[config.mk]
export PLATFORM = sky130hd
export DESIGN_NAME = oam_dma_controller
export DESIGN_NICKNAME = d
export VERILOG_FILES = /design/src/rtl/oam_dma_controller.sv
export SDC_FILE = /design/constraint.sdc
export NUM_CORES = 1
export LEC_CHECK = 0
export CORE_MARGIN = 2
export CORE_UTILIZATION = 35
export CTS_CLUSTER_DIAMETER = 40
export DETAILED_ROUTE_END_ITERATION = 10
export DONT_BUFFER_PORTS = 1
export SLEW_MARGIN = 25
export SYNTH_ARGS = -nofsm -noshare
export SYNTH_HDL_FRONTEND = slang
export SYNTH_SLANG_ARGS = --single-unit
[constraint.sdc]
create_clock -name iClock -period 5.4 [get_ports iClock]
set_input_delay 0.81 -clock iClock [delete_from_list [all_inputs] [get_ports iClock]]
set_output_delay 0.81 -clock iClock [all_outputs]
set_load 0.005 [all_outputs]
[src/rtl/oam_dma_controller.sv]
// OAM DMA sequencer and CPU/DMA arbiter for the single MMU access port.
// Optional HRAM pass-through during DMA: define DMA_HRAM_PASSTHRU_EN.
module oam_dma_controller #(
    parameter int          LENGTH     = 160,
    parameter logic [15:0] DST_BASE   = 16'hFE00,
    parameter logic [7:0]  BLOCK_FILL = 8'hFF
) (
    input  logic        iClock,
    input  logic        iReset,
    input  logic        iDmaWe,
    input  logic [7:0]  iDmaData,
    input  logic [15:0] iCpuAddr,
    input  logic        iCpuWe,
    input  logic [7:0]  iCpuData,
    input  logic        iCpuReadRequest,
    output logic [7:0]  oCpuData,
    output logic [15:0] oMemAddr,
    output logic        oMemWe,
    output logic [7:0]  oMemData,
    output logic        oMemReadRequest,
    input  logic [7:0]  iMemData,
    output logic        oDmaBusy
);

    typedef enum logic [1:0] {
        S_IDLE,
        S_RD,
        S_CAP,
        S_WR
    } state_t;

    localparam logic [7:0] LAST = 8'(LENGTH - 1);

    state_t     state_q, state_d;
    logic [7:0] idx_q, idx_d;
    logic [7:0] src_q, src_d;
    logic [7:0] latch_q, latch_d;
    logic       blk_rd_q, blk_rd_d;
    logic       busy_q, busy_d;
    logic       hold_q, hold_d;
    logic       hram;
    logic       stall;
    logic       active;

`ifdef DMA_HRAM_PASSTHRU_EN
    assign hram = (iCpuWe | iCpuReadRequest) &&
                  (iCpuAddr >= 16'hFF80) && (iCpuAddr <= 16'hFFFE);
`else
    assign hram = 1'b0;
`endif

    assign active = (state_q != S_IDLE);
    assign stall  = active && hram;

    always_comb begin
        state_d  = state_q;
        idx_d    = idx_q;
        src_d    = src_q;
        latch_d  = latch_q;
        hold_d   = hold_q;
        blk_rd_d = active && iCpuReadRequest && !stall;

        oMemAddr        = iCpuAddr;
        oMemWe          = iCpuWe;
        oMemData        = iCpuData;
        oMemReadRequest = iCpuReadRequest;
        if (active && !stall) begin
            oMemAddr        = 16'h0000;
            oMemWe          = 1'b0;
            oMemData        = 8'h00;
            oMemReadRequest = 1'b0;
        end

        unique case (state_q)
            S_IDLE: begin
            end
            S_RD: begin
                if (!stall) begin
                    oMemAddr        = {src_q, idx_q};
                    oMemReadRequest = 1'b1;
                    state_d         = S_CAP;
                end
            end
            S_CAP: begin
                // The DMA read data is only valid on the first CAP cycle;
                // later (stretched) cycles carry CPU read data instead.
                if (!hold_q) latch_d = iMemData;
                if (stall) begin
                    hold_d = 1'b1;
                end else begin
                    hold_d  = 1'b0;
                    state_d = S_WR;
                end
            end
            S_WR: begin
                if (!stall) begin
                    oMemAddr = DST_BASE + {8'h00, idx_q};
                    oMemData = latch_q;
                    oMemWe   = 1'b1;
                    if (idx_q == LAST) begin
                        idx_d   = 8'h00;
                        state_d = S_IDLE;
                    end else begin
                        idx_d   = idx_q + 8'h01;
                        state_d = S_RD;
                    end
                end
            end
            default: begin
            end
        endcase

        if (iDmaWe) begin
            src_d   = iDmaData;
            idx_d   = 8'h00;
            hold_d  = 1'b0;
            state_d = S_RD;
        end

        busy_d = (state_d != S_IDLE);
    end

    always_ff @(posedge iClock or negedge iReset) begin
        if (!iReset) begin
            state_q  <= S_IDLE;
            idx_q    <= 8'h00;
            src_q    <= 8'h00;
            latch_q  <= 8'h00;
            blk_rd_q <= 1'b0;
            busy_q   <= 1'b0;
            hold_q   <= 1'b0;
        end else begin
            state_q  <= state_d;
            idx_q    <= idx_d;
            src_q    <= src_d;
            latch_q  <= latch_d;
            blk_rd_q <= blk_rd_d;
            busy_q   <= busy_d;
            hold_q   <= hold_d;
        end
    end

    assign oCpuData = blk_rd_q ? BLOCK_FILL : iMemData;
    assign oDmaBusy = busy_q;

endmodule
==> summary.txt <==
Finish
  – Most frequent cells in the layout: 41 x nand2_1, 28 x dfrtp_1, 23 x o21ai_0
  – Layout Nets: 229
  – Most common cell after layout, fill and taps aside: nand2_1
  – Ant diodes: 0
  – Fillers: between 400 and 500
  – Synth-to-Final Area Change: 4.924%
  – Layout cells sized above 1: 0.1966

Floorplanning
  – Chip Width: around 73 um
  – Die Ht: roughly 73 um
  – Placement Rows: 24
  – Die Footprint: 5285 um^2
  – I/O pin count: 80
  – Starting Density: 0.3716
  – Core footprint: around 4400 um^2

Global routing
  – Initial antenna violation count: 0
  – Global-route wire length before repair: 5.685 mm
  – Vias in the first global route: ~1,200
  – Largest net degree at the start of global routing: 32
  – GRT overflow: 0
  – GRT Total Usage: 0.1380

Routing
  – DR DRC count: 0
  – DR WL/cell: between 15 and 20 um
  – Total number of vias: 1,281
  – Vias/cell: between 5 and 6
  – Starting DRT DRC Count: 86
  – Total Wirelength: around 3.5 mm
  – Antenna-violating nets left: 0
  – Drt pass-1 iters: 4

Logic synthesis
  – Synth Warn #: 0
  – Cell accounting for the most synthesized area: dfrtp_1
  – Asr flop ratio synth: 1.000
  – Syn nets: roughly 240
  – Post-synth EDFFs: 0
  – Cell Area, Synth: between 1500 and 2000 um^2
  – Post-synth top flop: dfrtp_1
  – Syn Inst Count: 188
  – Count of different cell masters after synthesis: 27
  – Synth Register Bits: 28
  – Synth top area cells: dfrtp_1 42%, mux2_2 12%, nand2_1 9.3%
  – Synth top area share: 0.4242
  – Syn Area/Cell: 8.785 um^2
  – Register area share after synthesis: 0.4242

Place
  – Pre-CTS WS: 2.471 ns
  – GPL Wtd Cong: roughly 0.71
  – PortBufs: 0
  – Dpl hpwl: ~2.5 mm

STA
  – Clock Skews: around 0.0066 ns
  – Setup Viol. Count Final: 0
  – Worst slew pin tran: between 0.9 and 1 ns
  – Fin crit share: 0.5503
  – Max Slew Vio Count: 0
  – Final Hold Fails: 0
  – Hold slack: about 0.22 ns
  – Final worst path period need: roughly 3.0 ns
  – Setup tns final: 0 ns
  – Worst Slack Setup Final: between 2 and 2.5 ns
  – RSZ-0062 raised after global routing: no
  – Max Clk Rate: roughly 0.34 GHz
  – Slew margin rel.: 0.3783

Clock tree
  – Maximum buffer depth of the clock tree: 2
  – Worst-path clk slew: roughly 0.1 ns
  – CTS tree: done
  – Cts hold-fix bufs: 0
  – Post-CTS setup buffers: 0
  – Root buf cell: clkbuf_8
  – Clk Latency, worst-skew pair: ~0.27 ns
  – Clock sink count: 28
  – H-tree Lvls: 1
  – Cts bufs inserted: 3
  – Post-CTS sizing: 0

Power and ir drop
  – Worst VDD drop: approximately 0.000095 V
  – Lkg Pwr: approximately 0.71 nW
  – PwrDens: ~350 nW/um^2

Worst setup path
  – Critical Path End Type: output pin
  – CP max stage delay: between 0.7 and 0.8 ns
  – Crit. Startpoint: state_q[0]$_DFF_PN0_
  – Worst R2R Path Depth: 5
  – Max Fanout on Critical Path: 27
  – Critical Path AT: ~2.2 ns
  – Setup Crit Path Kind: flip-flop to output pin
  – R2r setup slk: about 3.2 ns
  – Critical path, cell by cell: inv_1 > ha_1 > nand2_1 > o21ai_0
  – Delay-heaviest family, CP: adder cells
  – CP required: approximately 4.6 ns
  – FF-to-FF Start: state_q[0]$_DFF_PN0_
  – Worst setup SP type: flip-flop
  – WP buf/inv: 1
  – Worst Setup EP: oMemData[7]
  – R2R Path End: idx_q[7]$_DFFE_PN0P_
  – Slowest stage cell, crit path: ha_1
  – Worst path depth: 4

Min path
  – Worst Hold Class: input pin to asynchronous set/reset pin

Run status
  – Status: finished clean

Run
  – # Max-Cap Violations: 0
==> sequential cells by signal, summed over array words and instances (netlist names) <==
signal and count:
src_q 8, blk_rd_q 1, idx_q 8, latch_q 8, state_q 2, oDmaBusy 1
==> power breakdown <==
group	switching (mW)	internal (mW)	total, mW
clock network	0.0666	0.0992	0.166
logic	0.0905	0.0685	0.159
registers	0.0271	0.252	0.280
==> cell type report <==
cell class | count | area, um^2 | share of cell area
clock buffer | 3 | 41.29 | 0.02383
clock inverter | 1 | 30.03 | 0.01733
inverter | 3 | 11.26 | 0.006498
multi-input combinational | 143 | 884.6 | 0.5105
sequential | 28 | 700.7 | 0.4043
tap | 52 | 65.06 | 0.03755
==> cell families (layout without fill, tap and decap cells) <==
group,Yosys count,count (layout),synth area share
AOI/OAI and AO/OA,45,45,0.1591
xor gates and xnor gates,2,2,0.01061
adders and majority gates,5,5,0.03788
buffers and inverters,17,7,0.04167
DFF,28,28,0.4242
muxes,17,17,0.1159
and+or+nand+nor,74,74,0.2106
==> worst register-to-register path, cell delays in order, from the launching register on <==
cell and delay (ns):
dfrtp_1 0.56, ha_2 0.61, inv_1 0.22, a211oi_4 0.42, a41oi_1 0.18, a31oi_1 0.16
==> per-layer routing <==
metal	routed length, um	up-vias	GRT usage
met3	161	2	0.01519
met4	34	0	0.05556
met5	0	-	0
met1	1646	613	0.1896
met2	1670	43	0.2222
li1	-	623	-
==> worst min path at each step <==
stage | start | cells after the start | to
2_1_floorplan | idx_q[7]$_DFFE_PN0P_ | 1 | idx_q[7]$_DFFE_PN0P_
3_3_place_gp | src_q[4]$_DFFE_PN0P_ | 1 | src_q[4]$_DFFE_PN0P_
3_5_place_dp | latch_q[0]$_DFFE_PN0N_ | 1 | latch_q[0]$_DFFE_PN0N_
4_1_cts | iReset | 0 | src_q[7]$_DFFE_PN0P_
5_1_grt | iReset | 0 | src_q[7]$_DFFE_PN0P_
6_report | iReset | 0 | src_q[7]$_DFFE_PN0P_
==> stage by stage <==
step / power, mW / instances / util / instance area (um^2)
floorplan: 0.4182 / 188 / - / 1652
global placement: 0.4416 / 226 / 0.3733 / 1659
detailed placement: 0.4465 / 226 / 0.3733 / 1659
CTS: 0.6146 / 230 / 0.3894 / 1730
global route: 0.6486 / 230 / 0.3899 / 1733
finish: 0.6043 / 230 / 0.3899 / 1733
==> cell usage after synthesis (3+ instances only) <==
library cell	count
mux2_2	17
buf_2	4
clkbuf_1	10
inv_1	3
dfrtp_1	28
o21ai_0	23
a21oi_1	10
ha_1	5
or2_2	10
nor2_1	4
nand2_1	41
a31oi_1	3
nand3_1	11
Note: power is estimated with default switching activity, not from simulation.
